===== src/rtl/seg_pkg.sv =====
// Shared constants and types for the multiplexed 7-segment scanner.
package seg_pkg;
  localparam int NUM_DIGITS = 3;
  localparam int DP_BIT     = 0;

  localparam logic [7:0] SEG_BLANK = 8'h00;
  localparam logic [7:0] SEG_0 = 8'hFC;
  localparam logic [7:0] SEG_1 = 8'h60;
  localparam logic [7:0] SEG_2 = 8'hDA;
  localparam logic [7:0] SEG_3 = 8'hF2;
  localparam logic [7:0] SEG_4 = 8'h66;
  localparam logic [7:0] SEG_5 = 8'hB6;
  localparam logic [7:0] SEG_6 = 8'hBE;
  localparam logic [7:0] SEG_7 = 8'hE0;
  localparam logic [7:0] SEG_8 = 8'hFE;
  localparam logic [7:0] SEG_9 = 8'hE6;

  typedef enum logic {ST_BLANK, ST_DRIVE} scan_state_t;
endpackage


===== src/rtl/seg_scan_timer.sv =====
// Slot prescaler, digit index and BLANK/DRIVE window; flags the frame wrap.
module seg_scan_timer
  import seg_pkg::*;
#(
  parameter int SLOT_CYCLES  = 1000,
  parameter int BLANK_CYCLES = 50
) (
  input  logic        clk,
  input  logic        rst,
  output logic [1:0]  digit,
  output scan_state_t state,
  output logic        wrap,
  output logic        frame_done
);
  localparam int PW = $clog2(SLOT_CYCLES);

  logic [PW-1:0] p;
  logic          slot_end;

  assign slot_end = (p == PW'(SLOT_CYCLES - 1));
  // wrap is the last cycle of the last digit; the edge that ends it is the frame boundary
  assign wrap     = slot_end && (digit == 2'(NUM_DIGITS - 1));
  assign state    = (p < PW'(BLANK_CYCLES)) ? ST_BLANK : ST_DRIVE;

  always_ff @(posedge clk) begin
    if (rst) begin
      p          <= '0;
      digit      <= '0;
      frame_done <= 1'b0;
    end else begin
      frame_done <= wrap;
      if (slot_end) begin
        p     <= '0;
        digit <= wrap ? 2'd0 : digit + 2'd1;
      end else begin
        p <= p + PW'(1);
      end
    end
  end
endmodule


===== src/rtl/seg_scan_mux.sv =====
// Three-digit scan multiplexer: frame-coherent shadows, blink gating, registered outputs.
module seg_scan_mux
  import seg_pkg::*;
#(
  parameter int SLOT_CYCLES  = 1000,
  parameter int BLANK_CYCLES = 50,
  parameter int BLINK_FRAMES = 64
) (
  input  logic                  clk,
  input  logic                  rst,
  input  logic [7:0]            seg0,
  input  logic [7:0]            seg1,
  input  logic [7:0]            seg2,
  input  logic [NUM_DIGITS-1:0] dp_mask,
  input  logic                  blink_en,
  output logic [7:0]            seg_out,
  output logic [NUM_DIGITS-1:0] dig_en,
  output logic                  frame_done
);
  localparam int FW = (BLINK_FRAMES > 1) ? $clog2(BLINK_FRAMES) : 1;

  logic [1:0]                 digit;
  scan_state_t                state;
  logic                       wrap;
  logic [NUM_DIGITS-1:0][7:0] shadow;
  logic [FW-1:0]              f;
  logic                       blink_phase;
  logic [7:0]                 cur_seg;
  logic                       cur_dp;
  logic                       lit;

  seg_scan_timer #(
    .SLOT_CYCLES (SLOT_CYCLES),
    .BLANK_CYCLES(BLANK_CYCLES)
  ) u_timer (
    .clk       (clk),
    .rst       (rst),
    .digit     (digit),
    .state     (state),
    .wrap      (wrap),
    .frame_done(frame_done)
  );

  // Capture on the frame edge so a whole frame shows one consistent value
  always_ff @(posedge clk) begin
    if (rst || wrap) shadow <= {seg2, seg1, seg0};
  end

  always_ff @(posedge clk) begin
    if (rst) begin
      f           <= '0;
      blink_phase <= 1'b0;
    end else if (wrap) begin
      if (f == FW'(BLINK_FRAMES - 1)) begin
        f           <= '0;
        blink_phase <= ~blink_phase;
      end else begin
        f <= f + FW'(1);
      end
    end
  end

  always_comb begin
    cur_seg = SEG_BLANK;
    cur_dp  = 1'b0;
    for (int k = 0; k < NUM_DIGITS; k++) begin
      if (digit == 2'(k)) begin
        cur_seg = shadow[k];
        cur_dp  = dp_mask[k];
      end
    end
  end

  assign lit = (state == ST_DRIVE) && !(blink_en && blink_phase);

  always_ff @(posedge clk) begin
    if (rst || !lit) begin
      seg_out <= SEG_BLANK;
      dig_en  <= '0;
    end else begin
      seg_out <= cur_seg | (8'(cur_dp) << DP_BIT);
      dig_en  <= NUM_DIGITS'(1) << digit;
    end
  end
endmodule


===== config.mk =====
export PLATFORM = sky130hd
export DESIGN_NAME = seg_scan_mux
export DESIGN_NICKNAME = d
export VERILOG_FILES = /design/src/rtl/seg_pkg.sv /design/src/rtl/seg_scan_timer.sv /design/src/rtl/seg_scan_mux.sv
export SDC_FILE = /design/constraint.sdc
export NUM_CORES = 1
export LEC_CHECK = 0
export CAP_MARGIN = 5
export CELL_PAD_IN_SITES_DETAIL_PLACEMENT = 0
export CELL_PAD_IN_SITES_GLOBAL_PLACEMENT = 1
export CORE_UTILIZATION = 29
export DETAILED_ROUTE_END_ITERATION = 7
export MAX_ROUTING_LAYER = met4
export PLACE_DENSITY_LB_ADDON = 0.1
export SLEW_MARGIN = 20
export SYNTH_ARGS = -nofsm -noshare
export SYNTH_HDL_FRONTEND = slang
export SYNTH_SLANG_ARGS = --single-unit

===== constraint.sdc =====
create_clock -name clk -period 4.1 [get_ports clk]
set_clock_uncertainty 0.05 [all_clocks]
set_input_delay 0.41 -clock clk [delete_from_list [all_inputs] [get_ports clk]]
set_output_delay 0.41 -clock clk [all_outputs]
set_load 0.01 [all_outputs]

==> results.yml, run 1 <==
yosys:
  netlist_instances: 178
  synth-seq-area-share_pct: 64.5
  synth_edf_count: 24
  yosysMostFrequentCell: "nor2_1"
  synth_top_area_share_pct: 34.6
  synth_flop_cell: "dfxtp_1"
  synth_area_leader_cell: "edfxtp_1"
  synth_area_per_cell_um2: 11.7
  yosysWarnings: 0
  synth_area_leaders: "edfxtp_1, dfxtp_1, nor2_1"
  async_flop_share_pct: 0
  synth_seq_cells: 55
  ys_top_cells_by_count: "nor2_1, dfxtp_1, edfxtp_1, a21oi_1, mux2i_1"
  synth_nets: 210
  syn_area_um2: 2080
  synth_cell_types: 36
floorplan:
  num_io_pins: 42
  start_util_pct: 30.3
  die-area_um2: 7520
  rows: 30
  die_w_um: 86.7
  die_y_um: 86.7
  core_um2: 6870
route:
  route.detailed.drc: 0
  vias_per_cell: 4.40
  drtIter0Drc: 70
  avgRoutedWirePerCell_um: 12.7
  antenna_left: 0
  vias: 1386
  dr.pass1.iters: 4
  wirelength_um: 3990
clocking:
  clock_sinks: 55
  h-tree-depth: 2
  cts_max_path_buffers: 2
  postCtsHoldBufs: 0
  cts_resized: 0
  insertion_delay_ns: 0.31
  post_cts_buffers: 0
  clk_pin_slew_ns: 0.10
  tritoncts: "done"
  cts_buffers: 5
  cts-root-buf: "clkbuf_8"
outcome:
  status: "complete, no violations"
setup_path:
  worstSetupPathType: "flip-flop to flip-flop"
  end_kind: "flip-flop"
  max_stage_delay_ns: 0.65
  start_kind: "flip-flop"
  crit_chain: "nor2b_1 -> nand4_4 -> nand2b_2"
  crit_arrival_ns: 2.43
  crit_path_top_delay_cell: "nor2b_1"
  required_ns: 4.00
  critPathMaxFanout: 24
timing:
  rsz0062_at_grt: "no"
  setup_viol: 0
  min_period_ns: 2.53
  fin_setup_tns_ns: 0
  relSlewSlack_pct: 52.7
  hold_viol_final: 0
  drv_slew: 0
  period_share_pct: 61.7
  max_slew.worst_pin.slew_ns: 0.709
  max_freq_mhz: 395
min_path:
  hp-class: "flip-flop to flip-flop"
grt:
  antenna_found_initial: 0
  grt_usage_pct: 11.6
  first_global_vias: 1332
  grt_pass1_wl_um: 6360
  grt_overflow_total: 0
  grt_max_degree: 25
job:
  maxCapViolations: 0
layout:
  fillers: 668
  syn2layout_area_growth_pct: 28.0
  nNetsFinal: 250
  antenna_cells: 0
  final_area_um2: 2660
  drive_above_1_share_pct: 5.94
pwr:
  pwr-share-clk_pct: 31.7
  worst_ir_drop_vdd_mv: 0.136
  p_int_w: 0.000743
  seqPwrFrac_pct: 63.0
  p_per_area_nw_per_um2: 354
  p_comb_share_pct: 5.3
  p_sw_w: 0.000201
  switching_share_pct: 21.3
  p_leak_nw: 0.935
placed_design:
  port_buffers: 41
  gp_congestion: 0.724
  dp_hpwl_um: 2840
  placed_area_um2: 2570
## cells by family (layout without fill, tap and decap cells)
logic type	after synthesis	in the layout	share of synthesized area, %
XOR/XNOR	8	8	3.37
buffers and inverters	11	52	2.65
multiplexers	10	10	4.81
adder cells (fa/ha/maj)	2	2	1.20
AO/OA/AOI/OAI	23	23	6.19
flip-flops	55	55	64.5
AND/OR/NAND/NOR	69	69	17.3
## per-layer routing
layer | track usage [%] | up-vias | wire length (µm)
li1 | - | 706 | -
met1 | 15.4 | 637 | 2090
met2 | 16.7 | 34 | 1680
met3 | 2.76 | 9 | 132
met4 | 5.45 | 0 | 82
met5 | - | - | 0
## state kept, by name (all words and copies together), names as in the netlist
name	cells
u_timer.digit	2
u_timer.frame_done	1
u_timer.p	10
dig_en	3
f	6
shadow	24
blink_phase	1
seg_out	8
## power groups by stage
stage / Clock, W / Sequential, W / Combinational [W]
after floorplan: 0 / 0.000605 / 0.0000163
after detailed placement: 0 / 0.000608 / 0.0000500
after global routing: 0.000333 / 0.000596 / 0.0000543
final: 0.000300 / 0.000595 / 0.0000496
after CTS: 0.000315 / 0.000595 / 0.0000503
after global placement: 0 / 0.000608 / 0.0000490
## path summary, 6_finish.rpt
check / start / to / slack [ns] / cells after the start
worst max register to register: u_timer.digit[1] / shadow[10] / 1.57 / 3
worst min register to register: u_timer.p[0] / u_timer.p[0] / 0.43 / 1
worst min-delay path: u_timer.p[0] / u_timer.p[0] / 0.43 / 1
worst max-delay path: u_timer.digit[1] / shadow[10] / 1.57 / 3
## area by class of cell
class | instances | area (µm²) | area share (%)
clock inverter | 2 | 17.5 | 0.658
multi-input combinational | 112 | 687 | 25.8
inverter | 2 | 7.51 | 0.282
timing repair buffer | 42 | 418 | 15.7
clock buffer | 6 | 72.6 | 2.72
sequential | 55 | 1340 | 50.4
tap | 96 | 120 | 4.51
## worst max-delay path: cells and delay by family (launching register included)
family,cells,cell delay (ns)
flops,1,0.62
simple gates,3,1.49
## through the flow
step | hold slack (ns) | utilization (%) | std cells | power (W) | setup slack [ns]
2_1_floorplan | 0.376 | - | 178 | 0.000622 | 2.02
3_3_place_gp | 0.387 | 37.4 | 307 | 0.000657 | 1.32
3_5_place_dp | 0.403 | 37.4 | 307 | 0.000658 | 1.17
4_1_cts | 0.427 | 38.7 | 315 | 0.000960 | 1.14
5_1_grt | 0.460 | 38.8 | 315 | 0.000984 | 1.35
6_report | 0.435 | 38.8 | 315 | 0.000944 | 1.57
## layout by cell type, fill, tap and decap left out
cell             netlist  final
and4_1                 1      1
inv_1                  2      2
dfxtp_1               31     31
mux2i_1               10     10
or4_1                  2      2
o311ai_0               1      1
and3_1                 4      4
or2_2                  2      2
nor3_1                 2      2
a221o_1                1      1
or3b_2                 1      1
a21oi_1               14     14
nor4_1                 1      1
nor2b_1                3      3
a21o_1                 1      1
clkbuf_8               0      5
and4bb_1               1      1
nand2b_2               0      1
clkbuf_1               4      1
nand2b_1               2      1
buf_4                  1      1
clkinv_4               0      2
ha_1                   2      2
nand3_1                7      7
o21ai_0                5      5
xor2_1                 6      6
nor3b_1                1      1
edfxtp_1              24     24
a211oi_1               1      1
nor2_1                33     33
or3_1                  3      3
nand4_4                1      1
clkdlybuf4s50_1        0     41
and2_1                 1      1
nand4_1                1      1
xnor2_1                2      2
nand2_1                3      3
(Power assumes the default switching activity.)
==> inputs of run 2 (changes only) <==
==> constraint.sdc (replaced) <==
create_clock -name clk -period 2.5 [get_ports clk]
set_clock_uncertainty 0.05 [all_clocks]
set_input_delay 0.25 -clock clk [delete_from_list [all_inputs] [get_ports clk]]
set_output_delay 0.25 -clock clk [all_outputs]
set_load 0.01 [all_outputs]
==> run 2 against run 1 <==
Design area rose by 1.4%. Sequential power is 64% higher. Via count is 0.51% higher. Clock power up 72%. Register-to-register slack got worse by 0.96 ns. Flip-flop and latch count stayed put. Critical endpoint is now shadow[14]. Highest routed layer unchanged. Largest cell class unchanged. Critical path depth is 2 higher.
==> results.yml, run 2 (synthesized netlist as in run 1, its figures left out) <==
outcome:
  status: "complete, no violations"
timing:
  drv_slew: 0
  period_share_pct: 75.6
  worst_slack_ns: 0.611
  hold_viol_final: 0
  max_freq_mhz: 529
  rsz0062_at_grt: "no"
  setup_viol: 0
  relSlewSlack_pct: 68.6
  min_period_ns: 1.89
  max_slew.worst_pin.slew_ns: 0.472
  fin_setup_tns_ns: 0
  holdWs_ns: 0.430
clocking:
  clock_sinks: 55
  insertion_delay_ns: 0.31
  tritoncts: "done"
  postCtsHoldBufs: 0
  cts_buffers: 5
  clk_pin_slew_ns: 0.09
  post_cts_buffers: 0
  cts_max_path_buffers: 2
  h-tree-depth: 2
  cts-root-buf: "clkbuf_8"
  cts_resized: 0
setup_path:
  worstSetupPathType: "flip-flop to flip-flop"
  crit_chain: "ha_1 -> and4bb_1 -> nand4_4 -> nand2b_1 -> buf_4"
  critPathMaxFanout: 24
  r2r_cells: 5
  crit_path_top_delay_cell: "dfxtp_1"
  crit_arrival_ns: 1.82
  max_stage_delay_ns: 0.38
  required_ns: 2.43
  end_kind: "flip-flop"
  start_kind: "flip-flop"
placed_design:
  gp_congestion: 0.640
  dp_slack_ns: 0.603
  dp_hpwl_um: 2720
  port_buffers: 41
floorplan:
  num_io_pins: 42
  die-area_um2: 7520
  die_w_um: 86.7
  rows: 30
  die_y_um: 86.7
  core_um2: 6870
  start_util_pct: 30.3
route:
  vias_per_cell: 4.37
  dr.pass1.iters: 4
  avgRoutedWirePerCell_um: 12.0
  route.detailed.drc: 0
  antenna_left: 0
  drtIter0Drc: 58
  vias: 1393
  wirelength_um: 3830
pwr:
  p_per_area_nw_per_um2: 582
  p_leak_nw: 0.958
  worst_ir_drop_vdd_mv: 0.252
layout:
  final_cell_mix: "clkdlybuf4s50_1, nor2_1, dfxtp_1"
  largest_register_ff_count: 24
  largest-register: "shadow"
  antenna_cells: 0
  final_common_cell: "clkdlybuf4s50_1"
  syn2layout_area_growth_pct: 29.8
  drive_above_1_share_pct: 7.62
  top_regs: "shadow x24, u_timer.p x10, seg_out x8"
  nNetsFinal: 254
grt:
  grt_usage_pct: 11.7
  antenna_found_initial: 0
  first_global_vias: 1394
  grt_max_degree: 25
  grt_overflow_total: 0
  grt_pass1_wl_um: 6390
min_path:
  holdPathStages: 1
  hp-class: "flip-flop to flip-flop"
job:
  maxCapViolations: 0
==> run 2: cell types whose count changed in the layout (fill, tap and decap cells not counted), sizes merged <==
cell / delta
clkinvlp: +1
buf: +4
clkinv: -1
==> run 2: final cells by class <==
type / instances / area, µm²
Tap cell: 96 / 120
Inverter: 2 / 7.51
Clock inverter: 2 / 16.3
Timing Repair Buffer: 46 / 448
Multi-Input combinational cell: 112 / 684
Sequential cell: 55 / 1340
Fill cell: 652 / 4170
Clock buffer: 6 / 82.6
==> run 2: report_power, final <==
group,internal [W],total (W),switching (W)
Sequential,0.000965,0.000974,0.00000937
Clock,0.000227,0.000515,0.000288
Combinational,0.0000520,0.0000818,0.0000297
Total,0.00124,0.00157,0.000327
==> run 2: per-stage QoR <==
step	area, µm²	util (%)	total power (W)	cells
finish	2700	39.3	0.00157	319
global route	2700	39.3	0.00165	319
CTS	2700	39.3	0.00159	319
detailed placement	2600	37.9	0.00108	311
global placement	2600	37.9	0.00107	311
floorplan	2080	-	0.00102	178
==> run 2: layer usage <==
layer | share of wire (%) | wire length [µm] | vias to the layer above | track usage, %
li1 | - | - | 711 | -
met1 | 44 | 1700 | 635 | 13.3
met2 | 49 | 1880 | 42 | 19.8
met3 | 5.0 | 193 | 5 | 3.33
met4 | 1.4 | 55 | 0 | 3.79
met5 | 0 | 0 | - | -
==> run 2: final timing paths <==
kind / startpoint / to / slack [ns]
setup / recovery: u_timer.p[0] / shadow[14] / 0.61
hold / removal: u_timer.p[0] / u_timer.p[0] / 0.43
setup reg to reg: u_timer.p[0] / shadow[14] / 0.61
hold reg to reg: u_timer.p[0] / u_timer.p[0] / 0.43
==> run 2: worst max-delay path, delay by kind of cell (launching register included) <==
family / cells / cell delay, ns
fa+ha+maj: 1 / 0.22
simple gates: 3 / 0.61
flops: 1 / 0.38
buf+inv: 1 / 0.30
==> inputs of run 3 (changes only) <==
==> constraint.sdc (replaced) <==
create_clock -name clk -period 1.52 [get_ports clk]
set_clock_uncertainty 0.05 [all_clocks]
set_input_delay 0.152 -clock clk [delete_from_list [all_inputs] [get_ports clk]]
set_output_delay 0.152 -clock clk [all_outputs]
set_load 0.01 [all_outputs]
==> run 3 against run 2 <==
The flow now finishes with violations (negative setup slack). Power is 66% higher. Global-route usage is 1.1 points higher. Routed wire length is 11% higher. Combinational power is 110% higher. Via count is 8.5% higher.
==> results.yml, run 3 (synthesized netlist as in run 1, its figures left out) <==
clocking:
  cts_buffers: 5
  tritoncts: "done"
  cts-root-buf: "clkbuf_8"
  cts_max_path_buffers: 2
  clock_sinks: 55
  postCtsHoldBufs: 0
  clk_pin_slew_ns: 0.11
  insertion_delay_ns: 0.31
  h-tree-depth: 2
route:
  drtIter0Drc: 41
  vias_per_cell: 4.46
  antenna_left: 0
  route.detailed.drc: 0
  vias: 1511
  dr.pass1.iters: 6
  wirelength_um: 4270
  avgRoutedWirePerCell_um: 12.6
layout:
  final_common_cell: "clkdlybuf4s50_1"
  top_regs: "shadow x24, u_timer.p x10, seg_out x8"
  syn2layout_area_growth_pct: 41.9
  antenna_cells: 0
  drive_above_1_share_pct: 19.8
  largest_register_ff_count: 24
  nNetsFinal: 274
  fillers: 682
  final_area_um2: 2950
  final_cell_mix: "clkdlybuf4s50_1, nor2_1, dfxtp_1"
  largest-register: "shadow"
timing:
  fin_setup_tns_ns: -3.40
  worst_slack_ns: -0.132
  hold_viol_final: 0
  relSlewSlack_pct: 72.0
  period_share_pct: 109
  drv_slew: 0
  setup_viol: 30
  rsz0062_at_grt: "yes"
  min_period_ns: 1.65
  max_freq_mhz: 605
  max_slew.worst_pin.slew_ns: 0.416
floorplan:
  die-area_um2: 7520
  start_util_pct: 30.3
  core_um2: 6870
  num_io_pins: 42
  die_y_um: 86.7
  rows: 30
  die_w_um: 86.7
placed_design:
  placed_area_um2: 2760
  dp_slack_ns: -0.135
  dp_hpwl_um: 3070
  gp_congestion: 0.758
  port_buffers: 41
pwr:
  pwr-share-clk_pct: 32.2
  p_sw_w: 0.000578
  seqPwrFrac_pct: 61.3
  p_int_w: 0.00204
  p_comb_share_pct: 6.5
  p_leak_nw: 1.08
  worst_ir_drop_vdd_mv: 0.336
  p_per_area_nw_per_um2: 886
  switching_share_pct: 22.1
grt:
  grt_usage_pct: 12.8
  grt_pass1_wl_um: 7050
  grt_overflow_total: 0
  antenna_found_initial: 0
  grt_max_degree: 20
  first_global_vias: 1583
min_path:
  hp-class: "primary input to flip-flop"
setup_path:
  critPathMaxFanout: 8
  required_ns: 1.52
  end_kind: "flip-flop"
  crit_arrival_ns: 1.65
  start_kind: "flip-flop"
  worstSetupPathType: "flip-flop to flip-flop"
job:
  maxCapViolations: 0
outcome:
  status: "finished with violations"
  failed_checks: "negative setup slack"
-- run 3: cell count changes in the layout (fill, tap and decap cells not counted), moves of 2 or more --
| cell | previous run | this run |
|---|---|---|
| a21oi_1 | 14 | 10 |
| a21oi_2 | 0 | 4 |
| buf_12 | 0 | 2 |
| buf_4 | 5 | 18 |
| buf_6 | 0 | 4 |
| dfxtp_1 | 31 | 29 |
| dfxtp_2 | 0 | 2 |
| inv_6 | 0 | 2 |
| o21ai_0 | 5 | 1 |
| o21ai_1 | 0 | 3 |
-- run 3: power by group through the flow --
stage / sequential (W) / clock (W) / combinational (W)
after global routing: 0.00161 / 0.000925 / 0.000189
final: 0.00160 / 0.000843 / 0.000170
after global placement: 0.00164 / 0 / 0.000158
after detailed placement: 0.00164 / 0 / 0.000162
after CTS: 0.00160 / 0.000870 / 0.000164
after floorplan: 0.00164 / 0 / 0.0000476
-- run 3: per-stage QoR --
step / cells / hold slack, ns / utilization [%] / power, W
final: 339 / 0.338 / 43.0 / 0.00261
after global routing: 339 / 0.323 / 43.0 / 0.00272
after CTS: 338 / 0.329 / 42.1 / 0.00264
after detailed placement: 328 / 0.416 / 40.2 / 0.00180
after global placement: 328 / 0.416 / 40.2 / 0.00179
after floorplan: 178 / 0.171 / - / 0.00168
-- run 3: area by class of cell --
cell class              instances  area [µm²]  area share (%)
repair buffers                 66         656            22.2
clock inverters                 3        25.0           0.848
inverters                       2        7.51           0.254
clock buffers                   5        68.8            2.33
flip-flops and latches         55        1340            45.5
multi-input cells             112         731            24.8
well taps                      96         120            4.07
-- run 3: repair_timing --
item	CTS	global route
gates cloned	0	1
pin swaps	7	1
setup endpoints to repair	31	42
hold endpoints to repair	0	0
resized for setup	6	10
buffers inserted	2	0
-- run 3: final timing paths --
path	slack, ns	cells after the start	from	endpoint
worst max-delay path	-0.13	6	u_timer.p[0]	shadow[3]
worst min-delay path	0.34	1	seg1[1]	shadow[9]
worst max register to register	-0.13	6	u_timer.p[0]	shadow[3]
worst min register to register	0.44	2	shadow[21]	seg_out[5]
-- run 3: critical path: stages (launching register included) --
cell and delay [ns]:
dfxtp_2 0.36, ha_4 0.13, and4bb_2 0.26, nand4_4 0.15, buf_12 0.18, nand2b_4 0.10, clkbuf_16 0.16
-- run 3: layer usage --
metal	global-route usage, %	wire [µm]	up-vias
li1	-	-	751
met1	14.4	1910	714
met2	21.7	2110	40
met3	2.38	205	6
met4	6.36	43	0
met5	-	0	-
